$ cat config.mk
export PLATFORM = sky130hd
export DESIGN_NAME = ex_operand_stage
export DESIGN_NICKNAME = d
export VERILOG_FILES = /design/src/rtl/arm_pkg.sv /design/src/rtl/fwd_mux.sv /design/src/rtl/ex_operand_stage.sv
export SDC_FILE = /design/constraint.sdc
export NUM_CORES = 1
export LEC_CHECK = 0
export ABC_AREA = 0
export CAP_MARGIN = 10
export CELL_PAD_IN_SITES_DETAIL_PLACEMENT = 1
export CELL_PAD_IN_SITES_GLOBAL_PLACEMENT = 1
export CORE_AREA = 2 2 219 221
export DETAILED_ROUTE_END_ITERATION = 6
export DIE_AREA = 0 0 221 223
export GPL_TIMING_DRIVEN = 0
export PLACE_DENSITY = 0.75
export SLEW_MARGIN = 0
export SYNTH_ARGS = -nofsm -noshare
export SYNTH_HDL_FRONTEND = slang
export SYNTH_HIERARCHICAL = 1
export SYNTH_SLANG_ARGS = --single-unit
$ cat constraint.sdc
create_clock -name clk -period 11.99 [get_ports clk]
set_input_delay 2.398 -clock clk [delete_from_list [all_inputs] [get_ports clk]]
set_output_delay 2.398 -clock clk [all_outputs]
set_load 0.01 [all_outputs]
$ cat src/rtl/arm_pkg.sv
// Shared types and constants for the EX operand stage: the zero-register index,
// the ALU opcode encodings and the captured ID/EX record.
package arm_pkg;

  localparam int DATA_W = 64;
  localparam int REG_W  = 5;

  localparam logic [REG_W-1:0] XZR = 5'd31;

  localparam logic [3:0] ALU_AND    = 4'b0000;
  localparam logic [3:0] ALU_OR     = 4'b0001;
  localparam logic [3:0] ALU_ADD    = 4'b0010;
  localparam logic [3:0] ALU_SUB    = 4'b0110;
  localparam logic [3:0] ALU_PASS_B = 4'b0111;
  localparam logic [3:0] ALU_XOR    = 4'b1100;

  typedef struct packed {
    logic              valid;
    logic              reg_write;
    logic              alu_src;
    logic [3:0]        alu_control;
    logic [REG_W-1:0]  rd;
    logic [REG_W-1:0]  rn;
    logic [REG_W-1:0]  rm;
    logic [DATA_W-1:0] rd1;
    logic [DATA_W-1:0] rd2;
    logic [DATA_W-1:0] imm;
  } idex_t;

endpackage

$ cat src/rtl/fwd_mux.sv
// Three-way priority operand select: EX/MEM result, then MEM/WB result, then the
// value captured from the register file. The zero register is never forwarded.
module fwd_mux
  import arm_pkg::*;
#(
  parameter int N    = DATA_W,
  parameter int REGW = REG_W
) (
  input  logic [REGW-1:0] r,
  input  logic [N-1:0]    d,
  input  logic            mem_reg_write,
  input  logic [REGW-1:0] mem_rd,
  input  logic [N-1:0]    mem_result,
  input  logic            wb_reg_write,
  input  logic [REGW-1:0] wb_rd,
  input  logic [N-1:0]    wb_result,
  output logic [N-1:0]    q
);

  localparam logic [REGW-1:0] ZERO_REG = REGW'(XZR);

  logic not_zero;
  assign not_zero = (r != ZERO_REG);

  always_comb begin
    q = d;
    if (mem_reg_write && (mem_rd == r) && not_zero) q = mem_result;
    else if (wb_reg_write && (wb_rd == r) && not_zero) q = wb_result;
  end

endmodule

$ cat src/rtl/ex_operand_stage.sv
// ID/EX pipeline register with EX-stage operand forwarding feeding the ALU.
// Register update priority each edge: flush (bubble) > stall (hold) > load.
module ex_operand_stage
  import arm_pkg::*;
#(
  parameter int N    = DATA_W,
  parameter int REGW = REG_W
) (
  input  logic            clk,
  input  logic            reset,
  input  logic            stall,
  input  logic            flush,
  input  logic            id_valid,
  input  logic [N-1:0]    id_rd1,
  input  logic [N-1:0]    id_rd2,
  input  logic [N-1:0]    id_imm,
  input  logic [REGW-1:0] id_rn,
  input  logic [REGW-1:0] id_rm,
  input  logic [REGW-1:0] id_rd,
  input  logic            id_alu_src,
  input  logic [3:0]      id_alu_control,
  input  logic            id_reg_write,
  input  logic            mem_reg_write,
  input  logic [REGW-1:0] mem_rd,
  input  logic [N-1:0]    mem_result,
  input  logic            wb_reg_write,
  input  logic [REGW-1:0] wb_rd,
  input  logic [N-1:0]    wb_result,
  output logic            ex_valid,
  output logic [N-1:0]    alu_a,
  output logic [N-1:0]    alu_b,
  output logic [3:0]      alu_control,
  output logic [REGW-1:0] ex_rd,
  output logic            ex_reg_write,
  output logic [N-1:0]    ex_store_data
);

  idex_t       idex;
  logic [N-1:0] fwd_rm;

  always_ff @(posedge clk or posedge reset) begin
    if (reset) begin
      idex <= '0;
    end else if (flush) begin
      idex <= '0;
    end else if (!stall) begin
      idex.valid       <= id_valid;
      // An invalid slot must never write back, whatever ID decoded.
      idex.reg_write   <= id_valid & id_reg_write;
      idex.alu_src     <= id_alu_src;
      idex.alu_control <= id_alu_control;
      idex.rd          <= id_rd;
      idex.rn          <= id_rn;
      idex.rm          <= id_rm;
      idex.rd1         <= id_rd1;
      idex.rd2         <= id_rd2;
      idex.imm         <= id_imm;
    end
  end

  fwd_mux #(.N(N), .REGW(REGW)) u_fwd_rn (
    .r             (idex.rn),
    .d             (idex.rd1),
    .mem_reg_write (mem_reg_write),
    .mem_rd        (mem_rd),
    .mem_result    (mem_result),
    .wb_reg_write  (wb_reg_write),
    .wb_rd         (wb_rd),
    .wb_result     (wb_result),
    .q             (alu_a)
  );

  fwd_mux #(.N(N), .REGW(REGW)) u_fwd_rm (
    .r             (idex.rm),
    .d             (idex.rd2),
    .mem_reg_write (mem_reg_write),
    .mem_rd        (mem_rd),
    .mem_result    (mem_result),
    .wb_reg_write  (wb_reg_write),
    .wb_rd         (wb_rd),
    .wb_result     (wb_result),
    .q             (fwd_rm)
  );

  assign alu_b         = idex.alu_src ? idex.imm : fwd_rm;
  assign ex_store_data = fwd_rm;
  assign ex_valid      = idex.valid;
  assign ex_reg_write  = idex.reg_write & idex.valid;
  assign ex_rd         = idex.rd;
  assign alu_control   = idex.alu_control;

endmodule
==> results of run 1 <==
-- area by class of cell --
class	instances	area (sq um)
Antenna cell	10	25.0
Tap cell	615	769
Clock inverter	7	42.5
Multi-Input combinational cell	1042	6770
Inverter	3	18.8
Timing Repair Buffer	560	5640
Clock buffer	43	848
Sequential cell	214	5360
Buffer	158	1080
Fill cell	5425	26600
-- final timing paths --
kind                                        from               endpoint  slack [ns]
setup / recovery                        wb_rd[0]              alu_b[21]        4.03
hold / removal               idex[1]$_DFFE_PP0P_    idex[1]$_DFFE_PP0P_        0.52
setup reg to reg           idex[211]$_DFFE_PP0P_  idex[211]$_DFFE_PP0P_       10.61
hold reg to reg              idex[1]$_DFFE_PP0P_    idex[1]$_DFFE_PP0P_        0.52
max in group asynchronous                  reset   idex[27]$_DFFE_PP0P_        8.94
min in group asynchronous                  reset  idex[188]$_DFFE_PP0P_        2.22
-- metal layers --
metal | global-route usage, % | vias up
li1 | - | 6297
met1 | 32.6 | 7020
met2 | 46.1 | 611
met3 | 6.76 | 137
met4 | 9.33 | 18
met5 | 0 | -
-- cell families after synthesis --
group / Yosys count
simple gates: 482
mux: 277
flops: 214
buf+inv: 161
xor+xnor: 20
compound gates: 263
-- flip-flops by register name, summed over array words and instances, names as in the netlist --
register,count
alu_control,4
ex_rd,5
ex_valid,1
idex,204
-- worst max-delay path: stages --
cell and delay, ns:
clkdlybuf4s50_1 0.49, xnor2_1 0.30, nand4_2 0.54, clkbuf_2 0.37, o21ai_0 0.37, a31oi_1 0.29, mux2_2 0.33, clkdlybuf4s50_1 0.48
-- where the power goes --
| group | switching, mW | total, mW | internal (mW) |
|---|---|---|---|
| clock network | 0.344 | 0.827 | 0.483 |
| registers | 0.0263 | 0.789 | 0.763 |
| logic | 0.306 | 0.623 | 0.317 |
| total | 0.676 | 2.24 | 1.56 |
-- per-stage QoR --
stage	power, mW	utilization (%)	hold slack, ns
after global routing	2.33	43.6	0.542
after global placement	1.41	41.5	0.499
final	2.24	43.6	0.519
after CTS	2.26	43.5	0.525
after floorplan	1.06	-	0.483
after detailed placement	1.42	41.6	0.513
-- synth_stat cells --
cell / number / area (sq um)
nand4_2: 4 / 50.1
a21oi_1: 1 / 5.00
xnor2_2: 2 / 32.5
buf_2: 25 / 125
o211ai_4: 2 / 42.5
nand3_1: 128 / 641
inv_1: 3 / 11.3
clkbuf_1: 20 / 75.1
a31oi_1: 128 / 801
clkbuf_4: 2 / 15.0
buf_4: 79 / 593
dfrtp_1: 214 / 5360
nor2_1: 213 / 800
and4_1: 2 / 17.5
nand4_1: 2 / 12.5
mux2_2: 64 / 721
clkbuf_2: 4 / 20.0
o211ai_2: 2 / 25.0
nand2_1: 1 / 3.75
buf_6: 19 / 214
o21ai_0: 106 / 531
xnor2_1: 18 / 158
nand3b_1: 1 / 7.51
buf_1: 9 / 33.8
o21ai_1: 22 / 110
nor3_1: 128 / 641
mux2i_1: 213 / 2130
and2_1: 1 / 6.26
o211a_1: 2 / 20.0
or2_1: 2 / 12.5
-- cell usage in the layout (no fill, tap or decap), types with 3 or more instances in the layout --
cell / Yosys / routed
o21ai_1: 22 / 22
clkbuf_8: 0 / 7
nor2_1: 213 / 213
clkbuf_1: 20 / 27
mux2_2: 64 / 64
nor3_1: 128 / 128
dfrtp_1: 214 / 214
nand4_2: 4 / 4
nand3_1: 128 / 128
buf_6: 19 / 19
xnor2_1: 18 / 18
clkinv_2: 0 / 4
clkinvlp_4: 0 / 3
clkdlybuf4s50_1: 0 / 558
diode_2: 0 / 10
o21ai_0: 106 / 106
a31oi_1: 128 / 128
buf_1: 9 / 9
clkbuf_16: 0 / 29
buf_4: 79 / 79
buf_2: 25 / 25
clkbuf_2: 4 / 4
mux2i_1: 213 / 213
==> qor.txt, run 1 <==
status -> completed
core area -> 47,100 sq um
first-pass GRT wire length -> 100,000 um
Synth Warn # -> 6
vias in the first global route -> 15,232
Worst VDD drop -> 88.3 uV
largest family of logic cells by synthesized area -> multiplexers
Synth Area in Adders -> 0%
Final Hold Fails -> 0
Routed WL -> 68,400 um
area delta synth->final -> 55.5%
DIE WIDTH -> 221 um
wire length on met3 -> 4840 um
CP Class -> in2out
clock-pin slew on the worst setup and hold paths -> 0.06 ns
Residual DRC -> 0
num ports -> 561
reg2reg path depth -> 4
Mapped Area -> 13,200 sq um
Placed Area -> 19,600 sq um
number of synthesized register bits -> 214
final critical-path share of the clock period -> 66.4%
GR Util All Layers -> 26.8%
Synth Area in Simple Gates -> 16.6%
WP data arrival -> 5.57 ns
fmax -> 0.126 GHz
Compound-Gate Fraction of Synth Area -> 11.6%
drt pass-1 iters -> 5
total grt overflow -> 0
Placer Congestion -> 0.903
total CTS buffers -> 28
startpoint types -> input port
Mapped Cells -> 1,417
Vias -> 14,083
Longest Clk Path Bufs -> 3
skew final -> 0 ns
Critical Path End Type -> output port
Met2 Routed Length -> 33,700 um
endpoints failing setup -> 0
Pwr Density -> 109 nW/um^2
fraction of layout cells with a size suffix above 1 -> 12.3%
Top Metal Used -> met5
post-synthesis xor/xnor area fraction -> 1.44%
mux contribution to synthesized area -> 21.6%
die area -> 49,300 sq um
Pleak -> 8.59 nW
Worst Setup Slack, final -> 4.03 ns
Slew HR -> 46.8%
largest net degree at the start of global routing -> 93
Hold Path Class -> reg2reg
Max Cap Violations -> 0
Nets -> 2,365
CTS Hold Buffers Added -> 0
Num Clock Sinks -> 214
met1 WL -> 27,400 um
fin. max-slew vios -> 0
worst skew pair latency -> 0.54 ns
H-tree levels -> 1
drt via density -> 5.31
Final min period -> 7.96 ns
cell count after placement -> 2,592
Mapped Nets -> 1,775
register area share after synthesis -> 40.5%
crit-path max FO -> 10
RSZ-0062 raised after global routing -> no
Avg Cell Area, Syn -> 9.32 sq um
Avg WL per Cell -> 25.8 um
Hold Path Depth -> 2
setup_tns -> 0 ns
Slew @ Worst Pin -> 0.794 ns
root buffer cell -> clkbuf_16
First DRT Iteration DRCs -> 907
Die H -> 223 um
final cell count without fillers -> 2,652
DRT antenna net count -> 0
Initial Util -> 28.0%
DPL Wire Length -> 52,100 um
Finished Cell Area -> 20,500 sq um
CTS tree -> yes
initial antenna violation count -> 19
post_cts resized -> 0
FP Rows -> 80
pre-CTS setup slack -> 4.05 ns
Netlist cell types -> 30
setup bufs post-CTS -> 0
PortBufs -> 558
WP data required -> 9.59 ns
(Power assumes the default switching activity.)
==> inputs of run 2 (changes only) <==
--- a/config.mk
+++ b/config.mk
@@ -9,11 +9,12 @@
 export CAP_MARGIN = 10
 export CELL_PAD_IN_SITES_DETAIL_PLACEMENT = 1
 export CELL_PAD_IN_SITES_GLOBAL_PLACEMENT = 1
-export CORE_AREA = 2 2 219 221
+export CORE_ASPECT_RATIO = 1.1
+export CORE_MARGIN = 2
+export CORE_UTILIZATION = 29
 export DETAILED_ROUTE_END_ITERATION = 6
-export DIE_AREA = 0 0 221 223
 export GPL_TIMING_DRIVEN = 0
-export PLACE_DENSITY = 0.75
+export PLACE_DENSITY = 0.8
 export SLEW_MARGIN = 0
 export SYNTH_ARGS = -nofsm -noshare
 export SYNTH_HDL_FRONTEND = slang
==> constraint.sdc (replaced) <==
create_clock -name clk -period 6.5 [get_ports clk]
set_input_delay 1.3 -clock clk [delete_from_list [all_inputs] [get_ports clk]]
set_output_delay 1.3 -clock clk [all_outputs]
set_load 0.01 [all_outputs]
==> qor.txt, run 2 (synthesis gave the netlist of run 1 again) <==
status -> completed
Pleak -> 8.64 nW (+0.48%)
root buffer cell -> clkbuf_16
cell count after placement -> 2,569 (-0.89%)
largest net degree at the start of global routing -> 42 (-55%)
max FFs per register -> 204 (unchanged)
drt via density -> 5.37 (+1.1%)
area delta synth->final -> 55.8%
Biggest register -> idex
Worst VDD drop -> 187 uV (+110%)
skew final -> 0 ns (unchanged)
vias in the first global route -> 15,326 (+0.62%)
WP data arrival -> 4.37 ns (-1.20 ns)
num ports -> 561 (unchanged)
final critical-path share of the clock period -> 87.2%
critical path startpoint -> wb_rd[2]
first-pass GRT wire length -> 100,000 um (+0.34%)
Vias -> 14,071 (-0.085%)
final cell count without fillers -> 2,621 (-1.2%)
H-tree levels -> 1 (unchanged)
Num Clock Sinks -> 214 (unchanged)
Slew @ Worst Pin -> 0.730 ns (-0.0633 ns)
Fin Hold WS -> 0.519 ns (-0.0000930 ns)
Hold Path Class -> reg2reg
total CTS buffers -> 26 (-7.1%)
initial antenna violation count -> 9 (-10)
Longest Clk Path Bufs -> 3 (unchanged)
setup_tns -> 0 ns (unchanged)
post_cts resized -> 0 (unchanged)
PortBufs -> 558 (unchanged)
Critical Path End Type -> output port
Final min period -> 5.67 ns
CP Class -> in2out
Max Cap Violations -> 0 (unchanged)
crit-path max FO -> 10 (unchanged)
fin. max-slew vios -> 0 (unchanged)
Crit Reg-Reg Startpoint -> idex[211]$_DFFE_PP0P_
Initial Util -> 29.2% (+1.2 points)
startpoint types -> input port
drt pass-1 iters -> 5 (unchanged)
Pwr Density -> 204 nW/um^2 (+87%)
Slew HR -> 51.1% (+4.2 points)
RSZ-0062 raised after global routing -> no
die area -> 47,300 sq um (-4.1%)
most frequent cells in the layout -> 558 x clkdlybuf4s50_1, 214 x dfrtp_1, 213 x mux2i_1, 213 x nor2_1
FF-to-FF setup slack -> 5.16 ns (-5.45 ns)
reg-to-reg critical path endpoint -> idex[211]$_DFFE_PP0P_
Residual DRC -> 0 (unchanged)
Placer Congestion -> 0.961 (+6.4%)
most common cell after layout, fill and taps aside -> clkdlybuf4s50_1
clock-pin slew on the worst setup and hold paths -> 0.06 ns (about the same)
First DRT Iteration DRCs -> 800 (-12%)
Final Hold Fails -> 0 (unchanged)
setup bufs post-CTS -> 0 (unchanged)
DRT antenna net count -> 0 (unchanged)
DIE WIDTH -> 207 um (-6.1%)
reg2reg path depth -> 4 (unchanged)
Fill cells -> 5,156 (-5.0%)
core area -> 45,200 sq um (-4.0%)
Die H -> 228 um (+2.2%)
CTS Hold Buffers Added -> 0 (unchanged)
CTS tree -> yes
worst skew pair latency -> 0.54 ns (about the same)
Power, Total -> 4.20 mW (+87%)
Avg WL per Cell -> 25.9 um (+0.43%)
endpoints failing setup -> 0 (unchanged)
fraction of layout cells with a size suffix above 1 -> 12.5% (+0.20 points)
Nets -> 2,367 (+0.085%)
capture point of the worst path -> alu_b[9]
fmax -> 0.176 GHz
WP data required -> 5.20 ns (-4.39 ns)
total grt overflow -> 0 (unchanged)
Routed WL -> 67,900 um (-0.74%)
DPL Wire Length -> 52,300 um (+0.26%)
FP Rows -> 82 (+2.5%)
GR Util All Layers -> 27.9% (+1.1 points)
## run 2: changes by cell type in the layout (fill, tap and decap cells not counted), sizes merged
cell,previous run,this run
clkinv,4,3
diode,10,6
buf,134,138
clkbuf,69,64
inv,3,2
bufinv,0,3
## run 2: critical path, stage by stage
cell and delay [ns]:
clkdlybuf4s50_1 0.46, xnor2_1 0.26, nand4_2 0.52, clkbuf_2 0.35, o21ai_0 0.40, a31oi_1 0.26, mux2_2 0.33, clkdlybuf4s50_1 0.48
## run 2: metrics by stage
stage	area (sq um)	worst slack, ns	utilization (%)
floorplan	13200	2.42	-
global placement	19500	0.437	43.2
detailed placement	19700	0.878	43.4
CTS	20600	0.877	45.5
global route	20600	0.756	45.5
finish	20600	0.834	45.5
## run 2: per-layer routing
layer | vias to the layer above | share of wire [%] | global-route usage, %
met4 | 6 | 3.5 | 9.67
met2 | 617 | 52 | 51.4
met5 | - | 0.065 | 0
li1 | 6299 | - | -
met3 | 132 | 6.2 | 4.91
met1 | 7017 | 38 | 32.3
## run 2: how the worst min path moves through the flow
stage / end / slack, ns / startpoint / depth (start not counted)
after floorplan: idex[100]$_DFFE_PP0P_ / 0.48 / idex[100]$_DFFE_PP0P_ / 2
after global placement: idex[33]$_DFFE_PP0P_ / 0.50 / idex[33]$_DFFE_PP0P_ / 2
after detailed placement: idex[127]$_DFFE_PP0P_ / 0.51 / idex[127]$_DFFE_PP0P_ / 2
after CTS: idex[41]$_DFFE_PP0P_ / 0.52 / idex[41]$_DFFE_PP0P_ / 2
after global routing: idex[212]$_DFFE_PP0P_ / 0.54 / idex[212]$_DFFE_PP0P_ / 2
final: idex[41]$_DFFE_PP0P_ / 0.52 / idex[41]$_DFFE_PP0P_ / 2
## run 2: layout make-up
type / count / area (sq um) / area share (%)
multi-input cells: 1042 / 6770 / 32.9
repair buffers: 564 / 5710 / 27.7
flip-flops and latches: 214 / 5360 / 26.0
plain buffers: 158 / 1080 / 5.23
clock buffers: 38 / 797 / 3.87
well taps: 588 / 736 / 3.57
clock inverters: 8 / 120 / 0.583
inverters: 3 / 15.0 / 0.0729
diodes: 6 / 15.0 / 0.0729
## run 2: where the power goes
part           switching [mW]  internal, mW
Clock                   0.630         0.963
Combinational           0.561         0.590
Sequential             0.0488          1.41
